--- src/rtl/instr_fetch.sv ---
// instr_fetch: single-outstanding instruction fetch unit feeding decode.
// Latches PC into a memory request, captures the response into the IR.
module instr_fetch #(
  parameter int ADDR_W = 32,
  parameter int DATA_W = 32,
  parameter logic [DATA_W-1:0] NOP_WORD = '0
) (
  input  logic              clk,
  input  logic              rst,
  input  logic              fetch_en,
  input  logic              flush,
  input  logic [ADDR_W-1:0] pc,
  output logic              pc_advance,
  output logic              mem_req,
  output logic [ADDR_W-1:0] mem_addr,
  input  logic              mem_gnt,
  input  logic              mem_rvalid,
  input  logic [DATA_W-1:0] mem_rdata,
  output logic              ir_valid,
  output logic [DATA_W-1:0] ir_data,
  output logic [ADDR_W-1:0] ir_pc,
  input  logic              ir_ready
);

  typedef enum logic [2:0] {
    S_IDLE,
    S_REQ,
    S_WAIT,
    S_DROP,
    S_FULL
  } state_e;

  state_e              state_q;
  logic [ADDR_W-1:0]   mem_addr_q;
  logic                pc_advance_q;
  logic                ir_valid_q;
  logic [DATA_W-1:0]   ir_data_q;
  logic [ADDR_W-1:0]   ir_pc_q;

  always_ff @(posedge clk or negedge rst) begin
    if (!rst) begin
      state_q      <= S_IDLE;
      mem_addr_q   <= '0;
      pc_advance_q <= 1'b0;
      ir_valid_q   <= 1'b0;
      ir_data_q    <= NOP_WORD;
      ir_pc_q      <= '0;
    end else begin
      pc_advance_q <= 1'b0;
      case (state_q)
        S_IDLE: begin
          if (fetch_en) begin
            state_q    <= S_REQ;
            mem_addr_q <= pc;
          end
        end
        S_REQ: begin
          // a granted request stays outstanding even when flushed
          if (mem_gnt) begin
            state_q <= flush ? S_DROP : S_WAIT;
          end else if (flush) begin
            mem_addr_q <= pc;
          end
        end
        S_WAIT: begin
          if (mem_rvalid && !flush) begin
            state_q      <= S_FULL;
            ir_data_q    <= mem_rdata;
            ir_pc_q      <= mem_addr_q;
            ir_valid_q   <= 1'b1;
            pc_advance_q <= 1'b1;
          end else if (mem_rvalid) begin
            state_q <= fetch_en ? S_REQ : S_IDLE;
            if (fetch_en) mem_addr_q <= pc;
          end else if (flush) begin
            state_q <= S_DROP;
          end
        end
        S_DROP: begin
          if (mem_rvalid) begin
            state_q <= fetch_en ? S_REQ : S_IDLE;
            if (fetch_en) mem_addr_q <= pc;
          end
        end
        S_FULL: begin
          if (flush || ir_ready) begin
            ir_valid_q <= 1'b0;
            if (flush) ir_data_q <= NOP_WORD;
            state_q <= fetch_en ? S_REQ : S_IDLE;
            if (fetch_en) mem_addr_q <= pc;
          end
        end
        default: state_q <= S_IDLE;
      endcase
    end
  end

  assign mem_req    = (state_q == S_REQ);
  assign mem_addr   = mem_addr_q;
  assign pc_advance = pc_advance_q;
  assign ir_valid   = ir_valid_q;
  assign ir_data    = ir_data_q;
  assign ir_pc      = ir_pc_q;

endmodule

--- config.mk ---
export PLATFORM = sky130hd
export DESIGN_NAME = instr_fetch
export DESIGN_NICKNAME = d
export VERILOG_FILES = /design/src/rtl/instr_fetch.sv
export SDC_FILE = /design/constraint.sdc
export NUM_CORES = 1
export LEC_CHECK = 0
export BUFFER_PORTS_ARGS = -buffer_cell sky130_fd_sc_hd__buf_2
export CORE_MARGIN = 5
export CORE_UTILIZATION = 30
export CTS_BUF_LIST = sky130_fd_sc_hd__clkbuf_4
export DETAILED_ROUTE_END_ITERATION = 10
export PLACE_DENSITY = 0.61
export SYNTH_ARGS = -nofsm -noshare
export SYNTH_HDL_FRONTEND = slang
export SYNTH_SLANG_ARGS = --single-unit
--- constraint.sdc ---
create_clock -name clk -period 4.58 [get_ports clk]
set_input_delay 0.687 -clock clk [delete_from_list [all_inputs] [get_ports clk]]
set_output_delay 0.687 -clock clk [all_outputs]
set_load 0.005 [all_outputs]
Yosys cells after proc, flatten, opt, wreduce, memory -nomap -nowiden
Index checks and enable logic that the tools add are counted.
{"block": "totals", "regBits": 101, "output_inout_bits": 99, "word_cells": 57}
{"block": "op_classes", "n_eq_ne": 14, "muxes": 26, "n_reduce_logical": 11}
{"cell": "two-way mux 32 bit", "count": 9}
{"cell": "one-hot mux 32 bit (5 select lines)", "count": 1}
{"cell": "one-hot mux 32 bit (2 select lines)", "count": 1}
{"cell": "two-way mux 3 bit", "count": 7}
{"cell": "inequality test 2 bit (second input constant)", "count": 8}
{"cell": "one-hot mux 3 bit (5 select lines)", "count": 1}
{"cell": "AND reduction 5 bit", "count": 2}
{"cell": "equality test 3 x 2 -> 1 bit (second input constant)", "count": 2}
{"cell": "two-way mux 1 bit", "count": 6}
{"cell": "nonzero test 5 bit", "count": 1}
{"cell": "inequality test 4 bit (second input constant)", "count": 1}
{"cell": "AND reduction 4 bit", "count": 1}
{"cell": "equality test 3 x 1 -> 1 bit (second input constant)", "count": 1}
{"cell": "equality test 3 bit (second input constant)", "count": 1}
{"cell": "zero test 3 bit", "count": 1}
{"cell": "AND reduction 3 bit", "count": 1}
{"cell": "inequality test 2 x 1 -> 1 bit (second input constant)", "count": 1}
{"cell": "one-hot mux 1 bit (2 select lines)", "count": 1}
{"cell": "AND reduction 2 bit", "count": 1}
{"cell": "nonzero test 2 bit", "count": 1}
{"cell": "logical AND 1 bit", "count": 1}
{"cell": "zero test 1 bit", "count": 1}
{"cell": "logical OR 1 bit", "count": 1}

Depth between registers and ports, before layout
Gate-level depths: netlist (run 1).
{"block": "logic_depth", "word_depth": 4, "mapped_depth": 7, "depth_no_buf": 4}

Least setup slack after synthesis (run 1)
OpenSTA, ideal clock, no wires.
{"block": "synth_path", "kind": "input to register", "startpoint": "input flush", "endpoint": "register ir_pc_q[10], in the netlist ir_pc[10]", "setup_time_ns": 0.125, "t_arrival_ns": 1.845, "setup_slack_ns": 2.611, "path_stages": 7, "n_path_buf": 3, "cell_sequence": "buf_4 > nor2_1 > nand3_1 > nor2_1 > buf_2 > buf_4 > mux2_2"}
{"block": "synth_between", "elab_chain_cells": 3}
{"item": "start, declared", "line": "11", "text": "input logic flush,"}
{"item": "zero test 1 bit", "line": "66", "text": "if (mem_rvalid && !flush) begin"}
{"item": "logical AND 1 bit", "line": "66"}
{"item": "AND reduction 2 bit (no source line)"}
{"item": "end signal, assigned", "line": "69", "text": "ir_pc_q <= mem_addr_q;"}
{"item": "end, declared", "line": "38", "text": "logic [ADDR_W-1:0] ir_pc_q;"}
No other way between the ends.
A chain may end at the register's enable or synchronous reset.

Worst setup path in the final report (run 1)
{"block": "layout_path", "startpoint": "register state_q[2]", "endpoint": "register ir_pc_q[23], in the netlist ir_pc[23]"}
{"block": "layout_between", "elab_chain_cells": 2}
{"item": "start, declared", "line": "33", "text": "state_e state_q;"}
{"item": "start signal, assigned", "line": "60", "text": "state_q <= flush ? S_DROP : S_WAIT;"}
{"item": "start signal, assigned", "line": "73", "text": "state_q <= fetch_en ? S_REQ : S_IDLE;"}
{"item": "start signal, assigned", "line": "81", "text": "state_q <= fetch_en ? S_REQ : S_IDLE;"}
{"item": "equality test 3 x 2 -> 1 bit", "line": "50", "text": "case (state_q)"}
{"item": "AND reduction 2 bit (no source line)"}
No other way between the ends.

==> results.md, run 1 <==
- Status: finished clean
- Detailed-route wire length per cell: around 16 um
- P_leak: 0.00267 uW
- Setup_tns: 0 ns
- Pwr/cell area: 691 mW/mm^2
- Crit end category: flip-flop
- XOR/XNOR Fraction of Synth Area: 0
- WL final: 9320 um
- Req. time, crit path: 4.93 ns
- Congestion Overflow GR: 0
- CTS Buf Count: 9
- Crit path kind: flip-flop to flip-flop
- CTS hold repair buffers: 0
- Post-Syn Area: 0.00399 mm^2
- Cell variety after synth: 31
- Slowest cell delay on critical path: 0.74 ns
- Synth cell count leaders: dfrtp_1 (101), mux2_2 (35), a22o_1 (32)
- Largest net degree at the start of global routing: 60
- Port bufs: 169
- Compound-Gate Fraction of Synth Area: 0.102
- Logic pwr share: 0.405
- Critical Path, Cell by Cell: nor2_1, nand3_1, nor2_4, buf_12, mux2_2
- Initial antenna violation count: 0
- Largest family of logic cells by synthesized area: multiplexers
- First-pass GRT wire length: 15,200 um
- Setup bufs post-CTS: 0
- Critical R2R Capture: ir_pc[23]
- Worst min path class: input pin to asynchronous set/reset pin
- Worst VDD drop: 0.238 mV
- R2R Setup Slk: between 2 and 2.5 ns
- Synth top area share: 0.633
- Final ANT Viol Nets: 0
- CTS sink count: approximately 100
- Highest-delay cell along the critical path: nor2_4
- Die footprint: 0.0157 mm^2
- CP Max Fanout: 37
- Post-synthesis sequential area ratio: 0.633
- Die width: between 100 and 150 um
- Final worst path period share: 0.530
- Clk pwr share: 0.139
- Largest area contributor in the netlist: dfrtp_1
- Final hold vios: 0
- Max Root-Sink Buffers: 2
- CTS tree: built
- Clk_skew: a little under 0.009 ns
- Initial Util: 0.304
- Die extent in y: 125 um
- DRT Pass-1 Iters: 4
- YS warnings: 0
- CTS H-tree lvls: 3
- Fmax: 412 MHz
- NumNets Final: 489
- Number of flops mapped to enable cells by yosys: 0
- Worst-margin pin slew: 1.03 ns
- Area grow syn2layout: 29.2%
- Core area: 0.0131 mm^2
- Layout cells sized above 1: 0.604
- Post-Syn Nets: about 320
- Internal power: 2440 uW
- Max Slew Vio Count: 0
- Placer Congestion: approximately 0.8
- Global Route Usage Sum: 0.120
- Post-synthesis simple-gate area fraction: 0.0219
- Post_cts resized: 0
- Vias per cell: 4.54
- R2R Path Start: state_q[2]
- #FFs+latches synth: ~100
- Post-synthesis mux area share: 0.214
- Arrival time worst endpoint: 2.78 ns
- NetSw: 1130 uW
- Fill cells: 1,265
- Root buf cell: clkbuf_4
- Most common cell in the netlist: dfrtp_1
- Critical path startpoint: state_q[2]
- Fin crit period: 2.43 ns
- Fin util: 0.393
- Ys flop type: dfrtp_1
- Power Total: between 3000 and 4000 uW
- Adder-Cell Fraction of Synth Area: 0
- DRT iter0 DRCs: 118
- N_diodes: 0
- RSZ-0062 raised after global routing: no
- Worst Reg-to-Reg Cells: 5
- # rows: 42
- Syn Area/Cell: 15.8 um^2
- Worst-path clk slew: 0.14 ns
- Vias in the first global route: 2,888
- Kind of launch point of the worst setup path: flip-flop
- Hold slack: 0.274 ns
- DP HPWL: just under 7000 um
- Synth area leaders: dfrtp_1 (63%), mux2_4 (11%), mux2_2 (9.9%)
- Asr flop ratio synth: 1.00
- Sw frac: 0.316
- # IOs: 170
- Flop pwr share: 0.456
- Drc violations: 0
- Clk_lat worst skew: 0.45 ns
- Syn Inst Count: 252
- Slew headroom: 0.317
- Via count: ~2.7k
- Max_cap viols: 0
- Final setup vio count: 0
-- worst max path at each step --
stage                      endpoint  slack [ns]  depth (start not counted)
after floorplan           ir_pc[10]        2.61                          7
after global placement    ir_pc[22]        1.93                          6
after detailed placement  ir_pc[23]        1.84                          6
after CTS                 ir_pc[23]        2.10                          5
after global routing      ir_pc[23]        1.99                          5
final                     ir_pc[23]        2.15                          5
-- flip-flops by register name, summed over array words and instances (netlist names) --
name	count
state_q	3
ir_valid	1
mem_addr	32
pc_advance	1
ir_data	32
ir_pc	32
-- metrics by stage --
step / worst slack [ns] / area (um^2) / instances
finish: 2.15 / 5160 / 598
global route: 1.99 / 5160 / 598
CTS: 2.10 / 5160 / 598
detailed placement: 1.84 / 5010 / 583
global placement: 1.93 / 5010 / 583
floorplan: 2.61 / 3990 / 252
-- layout by cell type (no fill, tap or decap), types with 2 or more instances in the layout --
cell	synthesis	routed
a21o_1	2	2
a21oi_1	2	2
a22o_1	32	32
buf_2	6	168
buf_4	4	3
bufinv_16	0	2
clkbuf_4	0	10
dfrtp_1	101	101
inv_1	2	2
mux2_2	35	35
mux2_4	30	30
nand2_1	3	3
nand2b_1	2	2
nand3_1	2	2
nor2_1	6	5
o21ai_0	2	2
o21ai_1	2	2
-- logic make-up (layout without fill, tap and decap cells) --
kind of cell | count (synthesis) | count (layout)
buf+inv | 19 | 189
simple gates | 17 | 17
mux | 66 | 66
flops | 101 | 101
compound gates | 49 | 49
-- layout make-up --
| cell class | instances | area (um^2) | area share |
|---|---|---|---|
| well taps | 176 | 220 | 0.0427 |
| flip-flops and latches | 101 | 2530 | 0.490 |
| multi-input cells | 132 | 1370 | 0.265 |
| clock inverters | 5 | 76.3 | 0.0148 |
| clock buffers | 10 | 75.1 | 0.0146 |
| inverters | 2 | 7.51 | 0.00146 |
| repair buffers | 172 | 883 | 0.171 |
-- worst max-delay path, delay by kind of cell (launching register included) --
family	cells	cell delay (ns)
buffers and inverters	1	0.29
flip-flops	1	0.55
multiplexers	1	0.36
AND/OR/NAND/NOR	3	1.11
-- power by group through the flow --
stage / registers [uW] / clock network [uW] / logic (uW)
floorplan: 1630 / 0 / 840
global placement: 1640 / 0 / 1450
detailed placement: 1650 / 0 / 1480
CTS: 1630 / 528 / 1480
global route: 1690 / 562 / 1580
finish: 1620 / 496 / 1440
-- layer usage --
metal,GRT usage,vias to the layer above,share of wire
met5,0,-,0
met4,0.0370,0,0.016
met3,0.0563,13,0.089
met2,0.179,125,0.46
met1,0.156,1320,0.44
li1,-,1259,-
Note: power is estimated with default switching activity, not from simulation.
==> inputs of run 2 (changes only) <==
- ABC_AREA: default -> 1
- PLACE_DENSITY: 0.61 -> 0.62
- clock period: 4.58 -> 2.2 ns (I/O delays scaled with it)
==> run 2 against run 1 <==
Global-route usage up 2.3 points. Register-to-register slack worse by 1.7 ns. Core utilization up 0.44 points. Via count up 38%. Critical path depth up 3. Highest routed layer unchanged. Critical path type unchanged.
==> results.md, run 2 <==
- Post-synthesis sequential area ratio: 0.615
- First-pass GRT wire length: ~19,000 um
- Clk_lat worst skew: ~0.45 ns
- Initial antenna violation count: 0
- # IOs: 170
- Vias per cell: 4.54
- Post-Syn Area: between 0.004 and 0.005 mm^2
- Largest net degree at the start of global routing: 46
- RSZ-0062 raised after global routing: no
- Layout cells sized above 1: 0.323
- Synth cell count leaders: nand2_1 (247), dfrtp_1 (101), nand3_1 (70)
- Detailed-route wire length per cell: 14.1 um
- Fin crit period: 1.77 ns
- CTS H-tree lvls: 3
- Vias in the first global route: roughly 3.7k
- Clk_skew: 0.0152 ns
- Hold Path Depth: 3
- Drc violations: 0
- R2R Path Start: state_q[2]
- Die width: ~130 um
- Max_cap viols: 0
- Final setup vio count: 0
- Cell variety after synth: 17
- Dpl cells: 806
- Arrival time worst endpoint: 2.12 ns
- Worst VDD drop: 0.488 mV
- Fin util: 0.397
- Ys flop type: dfrtp_1
- Max Slew Vio Count: 0
- Worst-margin pin slew: 0.651 ns
- Syn Inst Count: 474
- Area grow syn2layout: 29.0%
- Final ANT Viol Nets: 0
- Placer Congestion: 0.829
- Commonest cells after routing, fill and taps aside: nand2_1 (247), buf_2 (168), dfrtp_1 (101), nand3_1 (70), buf_4 (12)
- Initial Util: 0.308
- CTS Buf Count: 9
- DR top layer: met4
- Non-filler cells, final: 823
- Die footprint: approximately 0.016 mm^2
- Global Route Usage Sum: 0.143
- Crit end category: flip-flop
- WL met1: 5100 um
- DRT Pass-1 Iters: 4
- N_diodes: 0
- Syn Area/Cell: between 8 and 9 um^2
- # rows: 42
- Final hold vios: 0
- CTS sink count: 101
- Post-Syn Nets: 545
- NumNets Final: 713
- YS warnings: 0
- Status: finished clean
- Power Total: 6880 uW
- WL final: about 12,000 um
- Worst-path clk slew: between 0.15 and 0.2 ns
- Leading cell type in the layout, fill and taps excluded: nand2_1
- CTS tree: built
- #FFs+latches synth: 101
- Kind of launch point of the worst setup path: flip-flop
- Largest area contributor in the netlist: dfrtp_1
- Hold slack: 0.0937 ns
- Root buf cell: clkbuf_4
- Congestion Overflow GR: 0
- R2R Setup Slk: between 0.4 and 0.5 ns
- DRT iter0 DRCs: 186
- Critical R2R Capture: mem_addr[31]
- WL met2: 5440 um
- Most common cell in the netlist: nand2_1
- Worst min path class: input pin to flip-flop
- Synth area leaders: dfrtp_1 (62%), nand2_1 (23%), nand3_1 (8.5%)
- Req. time, crit path: roughly 2.6 ns
- Fmax: about 570 MHz
- Setup bufs post-CTS: 0
- Asr flop ratio synth: 1.00
- Pwr/cell area: 1300 mW/mm^2
- Core area: 0.0133 mm^2
- Worst Reg-to-Reg Cells: 8
- Hold Path End: ir_data[5]
- Setup_tns: 0 ns
- Routed wl met3: 841 um
- Max Root-Sink Buffers: 2
- Port bufs: 169
- Synth top area share: 0.615
- P_leak: 0.00314 uW
- Slew headroom: 0.565
- Via count: 3,739
- Number of flops mapped to enable cells by yosys: 0
- Crit path kind: flip-flop to flip-flop
- Hold wc startpoint: mem_rdata[5]
- Die extent in y: 127 um
- Final worst path period share: 0.804
- CP Max Fanout: 32
- DP HPWL: ~8500 um
run 2: power breakdown:
part           internal (uW)  switching [uW]
registers               2680             547
logic                   1130            1550
clock network            359             611
total                   4170            2710
run 2: what timing repair did:
action | 4_1_cts | 5_1_grt
hold buffers | 1 | 0
hold endpoints to repair | 42 | 0
resized for setup | 0 | 0
run 2: cell families after synthesis:
kind of cell	synth area share
and+or+nand+nor	0.339
DFF	0.615
buffers and inverters	0.0411
AOI/OAI and AO/OA	0.00457
run 2: metal layers:
| metal | up-vias | GRT usage |
|---|---|---|
| met5 | - | 0 |
| met4 | 0 | 0.0505 |
| met3 | 20 | 0.0438 |
| met2 | 136 | 0.228 |
| met1 | 1756 | 0.185 |
| li1 | 1827 | - |
run 2: how the worst max path moves through the flow:
stage                    start           end  slack [ns]  depth (start not counted)
global placement    state_q[2]  mem_addr[21]        0.52                          8
CTS                 state_q[2]       mem_req        0.38                          4
floorplan           state_q[2]  mem_addr[10]        0.79                          9
global route        state_q[2]  mem_addr[20]        0.25                          8
finish              state_q[2]  mem_addr[31]        0.43                          8
detailed placement  state_q[2]   mem_addr[0]        0.45                          8
run 2: area by class of cell:
class                      count  area [um^2]
fill                        1387         8050
sequential                   101         2530
multi-input combinational    337         1410
clock inverter                 6         63.8
inverter                      11         41.3
timing repair buffer         182          961
clock buffer                  10         75.1
tap                          176          220
run 2: metrics by stage:
stage	cell area, um^2	setup WS (ns)
2_1_floorplan	4110	0.788
3_3_place_gp	5150	0.518
3_5_place_dp	5150	0.451
4_1_cts	5300	0.385
5_1_grt	5300	0.245
6_report	5300	0.431
run 2: worst max-delay path: stages (launching register included):
cell and delay [ns]:
dfrtp_1 0.47, inv_2 0.16, nand3_2 0.13, nand2_1 0.08, nand2_1 0.06, nor2_2 0.13
nand2_2 0.39, nand2_1 0.19, nand2_1 0.06
==> inputs of run 3 (changes only) <==
- ABC_AREA: 1 -> 0
- PLACE_DENSITY: 0.62 -> 0.61
- clock period: 2.2 -> 1.7 ns (I/O delays scaled with it)
==> run 3 against run 2 <==
Clock skew increased by 0.0022 ns. Sequential share of layout area decreased by 5.7 points. Setup slack got worse by 0.41 ns. Largest power group is now combinational cells. Final area increased by 14%. Largest cell class unchanged. Global-route usage decreased by 0.31 points. Critical endpoint is now mem_addr[8]. Combinational power increased by 64%. Register-to-register slack got worse by 0.41 ns. Die area decreased by 2.6%. Power increased by 48%. Final cell count decreased by 17%.
==> results.md, run 3 (synthesized netlist as in run 1, its figures left out) <==
- CTS tree: built
- Max Slew Vio Count: 0
- Crit path buf inv count: 2
- DRT Pass-1 Iters: 4
- Die footprint: 0.0157 mm^2
- Die extent in y: 125 um
- Crit end category: flip-flop
- Global Route Usage Sum: 0.140
- WL final: 10,800 um
- Flop pwr share: 0.429
- Highest-delay cell along the critical path: dfrtp_2
- Top delay family on crit path: flip-flops
- Drc violations: 0
- Fin crit period: 1.68 ns
- RSZ-0062 raised after global routing: yes
- Critical Path, Cell by Cell: buf_4, a22oi_2, o2111ai_4, clkbuf_16, mux2_4
- Clk pwr share: 0.138
- NetSw: approximately 3200 uW
- # IOs: 170
- Worst-path clk slew: 0.15 ns
- Setup WS pre-CTS: -0.0443 ns
- DRT iter0 DRCs: 144
- Placer Congestion: 0.818
- Final hold vios: 0
- Commonest cells after routing, fill and taps aside: buf_2 (168), dfrtp_1 (99), dlygate4sd3_1 (66), mux2_2 (33)
- Kind of launch point of the worst setup path: flip-flop
- Root buf cell: clkbuf_4
- P_leak: 0.00306 uW
- Max_cap viols: 0
- Largest net degree at the start of global routing: 49
- Final Worst Setup Slack: between 0.02 and 0.025 ns
- CTS sink count: between 100 and 150
- Sw frac: 0.318
- Final worst path period share: 0.987
- Detailed-route wire length per cell: around 16 um
- Max Root-Sink Buffers: 2
- Clk_lat worst skew: ~0.46 ns
- Via count: ~3.1k
- Worst min path class: input pin to asynchronous set/reset pin
- CP Max Fanout: 14
- Logic pwr share: 0.433
- Initial Util: 0.304
- Core area: about 0.013 mm^2
- CTS H-tree lvls: 3
- Fmax: 596 MHz
- Worst VDD drop: a little under 0.9 mV
- Leading cell type in the layout, fill and taps excluded: buf_2
- Crit path kind: flip-flop to flip-flop
- Vias per cell: 4.52
- Congestion Overflow GR: 0
- NumNets Final: 569
- Final setup vio count: 0
- Arrival time worst endpoint: 2.03 ns
- Port bufs: 169
- Status: finished clean
- Req. time, crit path: a little over 2 ns
- Vias in the first global route: 3,317
- Slew headroom: 0.807
- Fin util: 0.459
- Initial antenna violation count: 0
- Pwr/cell area: 1690 mW/mm^2
- Power Total: a little over 10,000 uW
- Worst-margin pin slew: 0.289 ns
- N_diodes: 0
- Final ANT Viol Nets: 0
- First-pass GRT wire length: 17,800 um
- # rows: 42
- Dpl cells: 595
- DP HPWL: ~7100 um
- Hold slack: 0.156 ns
- Non-filler cells, final: just under 700
- Internal power: 6930 uW
- Layout cells sized above 1: 0.545
- CTS Buf Count: 9
- Clk_skew: 0.0173 ns
- Area grow syn2layout: 50.9%
- Slowest cell delay on critical path: between 0.4 and 0.5 ns
- Die width: 125 um
## run 3: cell count changes in the layout (fill, tap and decap cells not counted), moves of 4 or more
cell	change
nand2_1	-244
nand3_1	-68
dlygate4sd3_1	+65
mux2_2	+33
a22o_1	+32
mux2_4	+32
inv_2	-5
buf_12	+4
inv_1	-4
nor2_1	-4
## run 3: worst paths after layout
check / startpoint / to / slack (ns) / depth (start not counted)
worst max register to register: state_q[2] / mem_addr[8] / 0.02 / 5
min in group clk: flush / state_q[2] / 0.16 / 2
worst min-delay path: rst / mem_addr[15] / 0.16 / 2
worst min register to register: ir_data[17] / ir_data[17] / 0.51 / 1
max in group asynchronous: rst / mem_addr[30] / 1.03 / 3
worst max-delay path: state_q[2] / mem_addr[8] / 0.02 / 5
## run 3: power by group through the flow
stage / Sequential [uW] / Combinational (uW) / Clock, uW
after global placement: 4320 / 4120 / 0
after floorplan: 4380 / 2260 / 0
after global routing: 4520 / 4770 / 1580
final: 4360 / 4400 / 1400
after CTS: 4350 / 4340 / 1480
after detailed placement: 4370 / 4200 / 0
## run 3: repair_timing
item	in CTS	in global routing
hold endpoints to repair	166	0
gates resized for setup	4	4
buffers inserted	0	1
endpoints found under the setup margin	30	30
cloned	0	1
hold buffers	66	0
## run 3: cell type report
type | instances | area [um^2]
Fill cell | 1171 | 7110
Sequential cell | 101 | 2530
Timing Repair Buffer | 252 | 1720
Multi-Input combinational cell | 132 | 1390
Tap cell | 176 | 220
Clock inverter | 6 | 86.3
Clock buffer | 10 | 75.1
Inverter | 2 | 7.51
## run 3: metrics by stage
stage | instance area (um^2) | TNS [ns]
final | 6030 | 0
after global placement | 5150 | -0.0447
after global routing | 6030 | -0.392
after floorplan | 3990 | 0
after detailed placement | 5150 | -0.345
after CTS | 5980 | 0
## run 3: metal layers
layer / GRT usage / wire (um)
met4: 0.0351 / 88
met5: 0 / 0
met1: 0.168 / 4470
met3: 0.0571 / 863
met2: 0.234 / 5410
